`src/rtl/program_loader.sv`:
```
// rtl/program_loader.sv - byte-serial loader that assembles instruction words and writes them to memory
module program_loader #(
    parameter int ADDR_W  = 8,
    parameter int INSTR_W = 10
) (
    input  logic               clk,
    input  logic               rst_n,
    input  logic               start,
    input  logic [ADDR_W-1:0]  last_addr,
    input  logic [7:0]         byte_in,
    input  logic               byte_valid,
    output logic               byte_ready,
    output logic               mem_we,
    output logic [ADDR_W-1:0]  mem_addr,
    output logic [INSTR_W-1:0] mem_wdata,
    output logic               cpu_hold,
    output logic               done,
    output logic               format_err
);

    localparam int HI_W = INSTR_W - 8;

    typedef enum logic [2:0] {
        S_IDLE,
        S_GET_LO,
        S_GET_HI,
        S_WRITE,
        S_FINISH
    } state_t;

    state_t             r_state;
    state_t             w_next;
    logic [ADDR_W-1:0]  r_addr;
    logic [ADDR_W-1:0]  r_last;
    logic [7:0]         r_lo;
    logic [ADDR_W-1:0]  r_mem_addr;
    logic [INSTR_W-1:0] r_mem_wdata;
    logic               r_err;
    logic               w_accept;

    assign w_accept = byte_valid && byte_ready;

    always_comb begin
        w_next     = r_state;
        byte_ready = 1'b0;
        mem_we     = 1'b0;
        cpu_hold   = 1'b1;
        done       = 1'b0;
        case (r_state)
            S_IDLE: begin
                cpu_hold = 1'b0;
                if (start) w_next = S_GET_LO;
            end
            S_GET_LO: begin
                byte_ready = 1'b1;
                if (byte_valid) w_next = S_GET_HI;
            end
            S_GET_HI: begin
                byte_ready = 1'b1;
                if (byte_valid) w_next = S_WRITE;
            end
            S_WRITE: begin
                mem_we = 1'b1;
                w_next = (r_addr == r_last) ? S_FINISH : S_GET_LO;
            end
            S_FINISH: begin
                done   = 1'b1;
                w_next = S_IDLE;
            end
            default: w_next = S_IDLE;
        endcase
    end

    // The write port is loaded on the high-byte accept so it stays stable across
    // the address increment that follows each write.
    always_ff @(posedge clk) begin
        if (!rst_n) begin
            r_state     <= S_IDLE;
            r_addr      <= '0;
            r_last      <= '0;
            r_lo        <= '0;
            r_mem_addr  <= '0;
            r_mem_wdata <= '0;
            r_err       <= 1'b0;
        end else begin
            r_state <= w_next;
            case (r_state)
                S_IDLE: begin
                    if (start) begin
                        r_last <= last_addr;
                        r_addr <= '0;
                        r_err  <= 1'b0;
                    end
                end
                S_GET_LO: begin
                    if (w_accept) r_lo <= byte_in;
                end
                S_GET_HI: begin
                    if (w_accept) begin
                        r_mem_addr  <= r_addr;
                        r_mem_wdata <= {byte_in[HI_W-1:0], r_lo};
                        if (|byte_in[7:HI_W]) r_err <= 1'b1;
                    end
                end
                S_WRITE: begin
                    if (r_addr != r_last) r_addr <= r_addr + 1'b1;
                end
                default: ;
            endcase
        end
    end

    assign mem_addr   = r_mem_addr;
    assign mem_wdata  = r_mem_wdata;
    assign format_err = r_err;

endmodule

```
`config.mk`:
```
export PLATFORM = sky130hd
export DESIGN_NAME = program_loader
export DESIGN_NICKNAME = d
export VERILOG_FILES = /design/src/rtl/program_loader.sv
export SDC_FILE = /design/constraint.sdc
export NUM_CORES = 1
export LEC_CHECK = 0
export BUFFER_PORTS_ARGS = -buffer_cell sky130_fd_sc_hd__clkbuf_2
export CAP_MARGIN = 20
export CORE_UTILIZATION = 33
export CTS_CLUSTER_DIAMETER = 50
export DETAILED_ROUTE_END_ITERATION = 12
export REMOVE_ABC_BUFFERS = 1
export SLEW_MARGIN = 20
export SYNTH_ARGS = -nofsm -noshare
export SYNTH_HDL_FRONTEND = slang
export SYNTH_SLANG_ARGS = --single-unit
export TNS_END_PERCENT = 1
```
`constraint.sdc`:
```
create_clock -name clk -period 2.85 [get_ports clk]
set_input_delay 0.285 -clock clk [delete_from_list [all_inputs] [get_ports clk]]
set_output_delay 0.285 -clock clk [all_outputs]
set_load 0.01 [all_outputs]
```
==> results.yml, run 1 <==
clocking:
  cts-buffers-inserted: 5
  cts_sinks: 46
  clockBufferDepth: 2
  cts-htree-levels: 2
  holdBufCountCts: 0
  postCtsSetupBuffers: 0
  clock-root-buffer: "clkbuf_8"
  cts-resized-gates: 0
  clock_latency_ns: 0.29
  cts_tree: "done"
  clkTransAtPathRegs_ns: 0.09
floorplan:
  die_y_um: 80.3
  io_pins: 43
  coreArea_um2: 5920
  die_x_um: 80.3
  num_rows: 28
  start_util: 0.342
  dieArea_um2: 6450
yosys:
  synth_cell_types: 35
  synth_flop_cell: "dfxtp_1"
  async_flop_share: 0
  ys_warn_count: 0
  ys_ff_latch: 46
  syn_avg_cell_area_um2: 8.50
  syn-cell-area_um2: 2020
  synth_seq_area_share: 0.455
  synth-edff-count: 0
  synthesis.instances: 238
routing:
  drt-pass1-iter-count: 6
  vias_per_cell: 4.77
  wl_um: 4410
  drc: 0
  wl_per_cell_um: 12.6
  postRouteAntennaNets: 0
  vias: 1666
  drt_iter0_drc: 68
global_route:
  grt.total_usage: 0.148
  grt_antenna_before_repair: 0
  grt_max_degree: 23
  grt_pass1_wl_um: 7340
  grt_pass1_vias: 1555
  overflow: 0
finish:
  syn2layout_area_growth_pct: 16.2
  fin_area_um2: 2350
  nets: 294
  n_antenna_cell: 0
  drive_above_1_share: 0.215
  final_util: 0.397
worst_hold_path:
  hold_class: "input pin to flip-flop"
worst_setup_path:
  crit_fanout: 18
  reg2reg_setup_slack_ns: 1.05
  arrival_ns: 1.96
  crit_type: "flip-flop to flip-flop"
  rr_endpoint: "mem_addr[5]"
  crit_path_start: "r_state[1]"
  r2r_cells: 3
  endpoint_kind: "flip-flop"
  worstReg2RegStart: "r_state[1]"
  start_kind: "flip-flop"
  cp.required_ns: 3.01
  crit_end: "mem_addr[5]"
timing:
  period_minus_slack_ns: 1.80
  setup_ws_ns: 1.05
  fin_skew_ns: 0.00519
  finalSetupViolCount: 0
  fin_hold_ws_ns: 0.202
  finalSetupTns_ns: 0
  finalCritPeriodShare: 0.630
  clock.fmax_mhz: 557
  final-hold-violation-count: 0
  relSlewSlack: 0.459
  worst_pin_slew_ns: 0.807
  rsz0062_at_grt: "false"
  drv_slew: 0
place:
  placed_area_um2: 2260
  dp_hpwl_um: 3070
  gp_congestion: 0.807
  dp_slack_ns: 1.04
  portBuffers: 42
power:
  cellLeakagePower_uw: 0.000882
  powerDensity_nw_per_um2: 719
  peakVddDrop_v: 0.000547
run_status:
  run_status: "completed"
run:
  maxCapViolCount: 0
## metrics by stage
step	power, uW	instances
2_1_floorplan	1140	221
3_3_place_gp	1310	341
3_5_place_dp	1320	341
4_1_cts	1720	349
5_1_grt	1800	349
6_report	1690	349
## state kept, by name, summed over array words and instances, names as in the netlist
name	count
mem_wdata	10
mem_addr	8
r_addr	8
r_last	8
r_lo	8
r_state	3
format_err	1
## critical path, stage by stage, from the launching register on
cell and delay [ns]:
dfxtp_1 0.58, nand4b_1 0.73, nand2_1 0.26, a21oi_1 0.09
## cell usage in the layout, fill, tap and decap left out
cell	instances
clkinv_4	1
xnor2_1	9
nand2b_1	2
dfxtp_1	46
a211oi_1	1
nor3_4	1
and3_1	1
a211o_1	1
a2111o_1	2
inv_1	2
mux2i_1	15
clkbuf_2	42
clkbuf_1	1
nor4bb_4	1
nor4b_1	1
nand2_1	64
nor3b_1	1
or4b_1	1
buf_4	3
o32ai_2	1
a21oi_1	33
nor2_1	14
ha_1	1
nor4_1	2
nand4b_1	1
and4_4	1
clkinv_2	1
clkbuf_8	5
nand4_1	5
nand3_1	4
or3_1	4
a21boi_2	1
and3b_1	1
and4_1	2
o21ai_0	1
o21ai_2	2
## routing by layer
metal,vias up,wire length [um],part of all wire,GRT usage
met2,38,1990,0.45,0.240
met1,749,2190,0.50,0.192
met5,-,0,0,0
li1,875,-,-,-
met3,4,167,0.038,0.0341
met4,0,48,0.011,0.0518
## logic make-up (layout without fill, tap and decap cells)
logic type,Yosys count,count (layout),synth area share
AOI/OAI and AO/OA,42,42,0.126
xor gates and xnor gates,9,9,0.0390
adders and majority gates,1,1,0.00618
buffers and inverters,19,55,0.0532
DFF,46,46,0.455
muxes,15,15,0.0742
and+or+nand+nor,106,106,0.247
## power by group
| group | switching, uW | internal, uW |
|---|---|---|
| Combinational | 317 | 207 |
| Clock | 219 | 173 |
| Sequential | 73.1 | 703 |
| Total | 608 | 1080 |
## cells in the mapped netlist (all sizes together) (2+ instances only)
cell | count | area [um2]
and4 | 3 | 28.8
nand3 | 4 | 20.0
nor4 | 2 | 12.5
clkbuf | 5 | 20.0
or3 | 4 | 25.0
buf | 12 | 80.1
dfxtp | 46 | 921
inv | 2 | 7.51
o21ai | 3 | 22.5
nor2 | 14 | 52.6
nand4 | 5 | 31.3
xnor2 | 9 | 78.8
a21oi | 33 | 165
mux2i | 15 | 150
a2111o | 2 | 22.5
nand2 | 64 | 240
nand2b | 2 | 12.5
## cell type report
| class | instances | area (um2) |
|---|---|---|
| well taps | 75 | 93.8 |
| clock buffers | 6 | 72.6 |
| multi-input cells | 173 | 1010 |
| fillers | 628 | 3570 |
| inverters | 2 | 7.51 |
| clock inverters | 2 | 13.8 |
| repair buffers | 45 | 233 |
| flip-flops and latches | 46 | 921 |
## worst min path at each step
stage,startpoint,endpoint,slack (ns),depth (start not counted)
2_1_floorplan,rst_n,r_state[2],0.40,2
3_3_place_gp,r_lo[7],mem_wdata[7],0.44,2
3_5_place_dp,r_lo[1],mem_wdata[1],0.45,2
4_1_cts,last_addr[4],r_last[4],0.19,3
5_1_grt,last_addr[4],r_last[4],0.21,3
6_report,last_addr[4],r_last[4],0.20,3
No activity file was read; power rests on OpenSTA's default activity.
==> inputs of run 2 (changes only) <==
--- a/config.mk
+++ b/config.mk
@@ -5,6 +5,7 @@
 export SDC_FILE = /design/constraint.sdc
 export NUM_CORES = 1
 export LEC_CHECK = 0
+export ABC_AREA = 1
 export BUFFER_PORTS_ARGS = -buffer_cell sky130_fd_sc_hd__clkbuf_2
 export CAP_MARGIN = 20
 export CORE_UTILIZATION = 33
==> constraint.sdc (replaced) <==
create_clock -name clk -period 1.65 [get_ports clk]
set_input_delay 0.165 -clock clk [delete_from_list [all_inputs] [get_ports clk]]
set_output_delay 0.165 -clock clk [all_outputs]
set_load 0.01 [all_outputs]
==> run 2 against run 1 <==
  * First-iteration DRC count increased by 43%
  * Critical path depth increased by 4
  * Global-route usage grew 0.92 points
  * Hold slack worse by 0.11 ns
  * Combinational power increased by 7.6%
  * Final area increased by 0.37%
  * Die area decreased by 1.9%
  * Non-clock buffer count increased by 1
  * Synthesized cell count rose by 14%
  * Area after synthesis decreased by 2.0%
  * Clock power rose by 78%
==> results.yml, run 2 <==
run_status:
  run_status: "completed"
yosys:
  synth_most_common_cell: "nor2_1"
  ys_ff_latch: 46
  yosysTopAreaCell: "dfxtp_1"
  synth_area_leaders: "dfxtp_1 (46%), nor2_1 (9.1%), o21ai_0 (8.1%), nand2_1 (7.9%), a21oi_1 (6.3%)"
  async_flop_share: 0
  synth_seq_area_share: 0.464
  synth_cell_types: 26
  ys_warn_count: 0
  synthesis.instances: 271
  syn-cell-area_um2: 1980
  syn_avg_cell_area_um2: 7.32
  ys_top_cells_by_count: "nor2_1 (48), dfxtp_1 (46), nand2_1 (42)"
  netlist.area_leader.share: 0.464
  synth_flop_cell: "dfxtp_1"
  synth-edff-count: 0
worst_setup_path:
  slowest_stage: "dfxtp_1"
  endpoint_kind: "flip-flop"
  reg2reg_setup_slack_ns: 0.17
  worst-path-buf-inv: 0
  cp.required_ns: 1.89
  cp_slowest_stage_delay_ns: 0.40
  crit_type: "flip-flop to flip-flop"
  start_kind: "flip-flop"
  cpLargestDelayFamily: "simple AND/OR/NAND/NOR gates"
  arrival_ns: 1.73
  crit_fanout: 5
  crit_path_cell_trace: "ha_1 -> nand2_1 -> nor3_1 -> nand3_1 -> nand2_1 -> nand3_1 -> a21oi_1"
place:
  dp_hpwl_um: 3230
  portBuffers: 42
  gp_congestion: 0.787
  placed_area_um2: 2270
floorplan:
  coreArea_um2: 5640
  start_util: 0.352
  num_rows: 27
  die_x_um: 79.5
  dieArea_um2: 6320
  die_y_um: 79.5
  io_pins: 43
finish:
  n_antenna_cell: 0
  final_util: 0.418
  largest_register_ffs: 10
  num-fill-cells: 583
  final_common_cell: "nor2_1"
  fin_area_um2: 2360
  syn2layout_area_growth_pct: 19.0
  drive_above_1_share: 0.237
  layout_common_cells: "nor2_1 (48), dfxtp_1 (46), nand2_1 (42), clkbuf_2 (42), o21ai_0 (32)"
  nets: 336
clocking:
  cts-htree-levels: 2
  cts_tree: "done"
  postCtsSetupBuffers: 0
  cts-resized-gates: 0
  clock-root-buffer: "clkbuf_8"
  clockBufferDepth: 2
  clkTransAtPathRegs_ns: 0.09
  clock_latency_ns: 0.31
  cts-buffers-inserted: 5
  cts_sinks: 46
  holdBufCountCts: 0
routing:
  vias_per_cell: 4.69
  wl_um: 4510
  wl_per_cell_um: 11.6
  drt-pass1-iter-count: 4
  drt_iter0_drc: 97
  postRouteAntennaNets: 0
  vias: 1819
  drc: 0
timing:
  fin_skew_ns: 0.00766
  fin_hold_ws_ns: 0.0923
  worst_pin_slew_ns: 0.418
  period_minus_slack_ns: 1.48
  rsz0062_at_grt: "false"
  finalSetupTns_ns: 0
  drv_slew: 0
  finalSetupViolCount: 0
  relSlewSlack: 0.721
  clock.fmax_mhz: 674
  finalCritPeriodShare: 0.899
  final-hold-violation-count: 0
power:
  cellLeakagePower_uw: 0.00109
  power_uw: 2540
  powerDensity_nw_per_um2: 1080
  peakVddDrop_v: 0.000402
global_route:
  grt_antenna_before_repair: 0
  grt_pass1_vias: 1696
  grt_max_degree: 24
  overflow: 0
  grt.total_usage: 0.158
  grt_pass1_wl_um: 7690
worst_hold_path:
  hold_class: "input pin to flip-flop"
run:
  maxCapViolCount: 0
-- run 2: cell types whose count changed in the layout (fill, tap and decap cells not counted), moves of 3 or more --
cell and delta:
a21oi_1 -8, inv_1 +15, inv_2 +10, mux2i_1 -15, nand2_1 -22, nand2_2 +3
nand3_1 +15, nand4_1 -3, nor2_1 +34, nor2_4 +3, o21ai_0 +31, or3_1 -4
xnor2_1 -6
-- run 2: path summary, 6_finish.rpt --
| path | start | end | cells after the start |
|---|---|---|---|
| min | byte_in[1] | r_lo[1] | 3 |
| max reg2reg | r_addr[1] | r_addr[6] | 7 |
| max | r_addr[1] | r_addr[6] | 7 |
| min reg2reg | r_last[5] | r_last[5] | 2 |
-- run 2: per-layer routing --
metal	vias up	GRT usage	part of all wire
met5	-	0	0
met4	0	0.0673	0.016
met3	7	0.0457	0.060
met2	42	0.245	0.45
met1	801	0.201	0.47
li1	969	-	-
-- run 2: logic make-up (layout without fill, tap and decap cells) --
| kind of cell | count (synthesis) | in the layout | synth area share |
|---|---|---|---|
| DFF | 46 | 46 | 0.464 |
| and+or+nand+nor | 125 | 125 | 0.283 |
| AOI/OAI and AO/OA | 60 | 60 | 0.153 |
| buffers and inverters | 36 | 81 | 0.0795 |
| xor gates and xnor gates | 3 | 3 | 0.0133 |
| adders and majority gates | 1 | 1 | 0.00631 |
-- run 2: through the flow --
stage                     std cells  setup WS, ns
after floorplan                 262         0.379
after global placement          380         0.209
after detailed placement        380         0.174
after CTS                       388         0.143
after global routing            388        0.0119
final                           388         0.166
-- run 2: cell type report --
cell class	count	area, um2	share of cell area
Sequential cell	46	921	0.390
Multi-Input combinational cell	189	905	0.383
Timing Repair Buffer	46	253	0.107
Inverter	27	101	0.0429
Tap cell	72	90.1	0.0382
Clock buffer	5	68.8	0.0292
Clock inverter	3	21.3	0.00901
-- run 2: power by group --
group / total, uW / switching, uW / leakage [uW] / internal [uW]
combinational: 564 / 374 / 0.000669 / 190
clock: 698 / 400 / 0.0000441 / 298
sequential: 1280 / 60.4 / 0.000374 / 1210
-- run 2: tightest hold or removal path, cell delays in order --
cell,delay (ns)
clkbuf_2,0.09
nor2_1,0.04
nor2_1,0.08
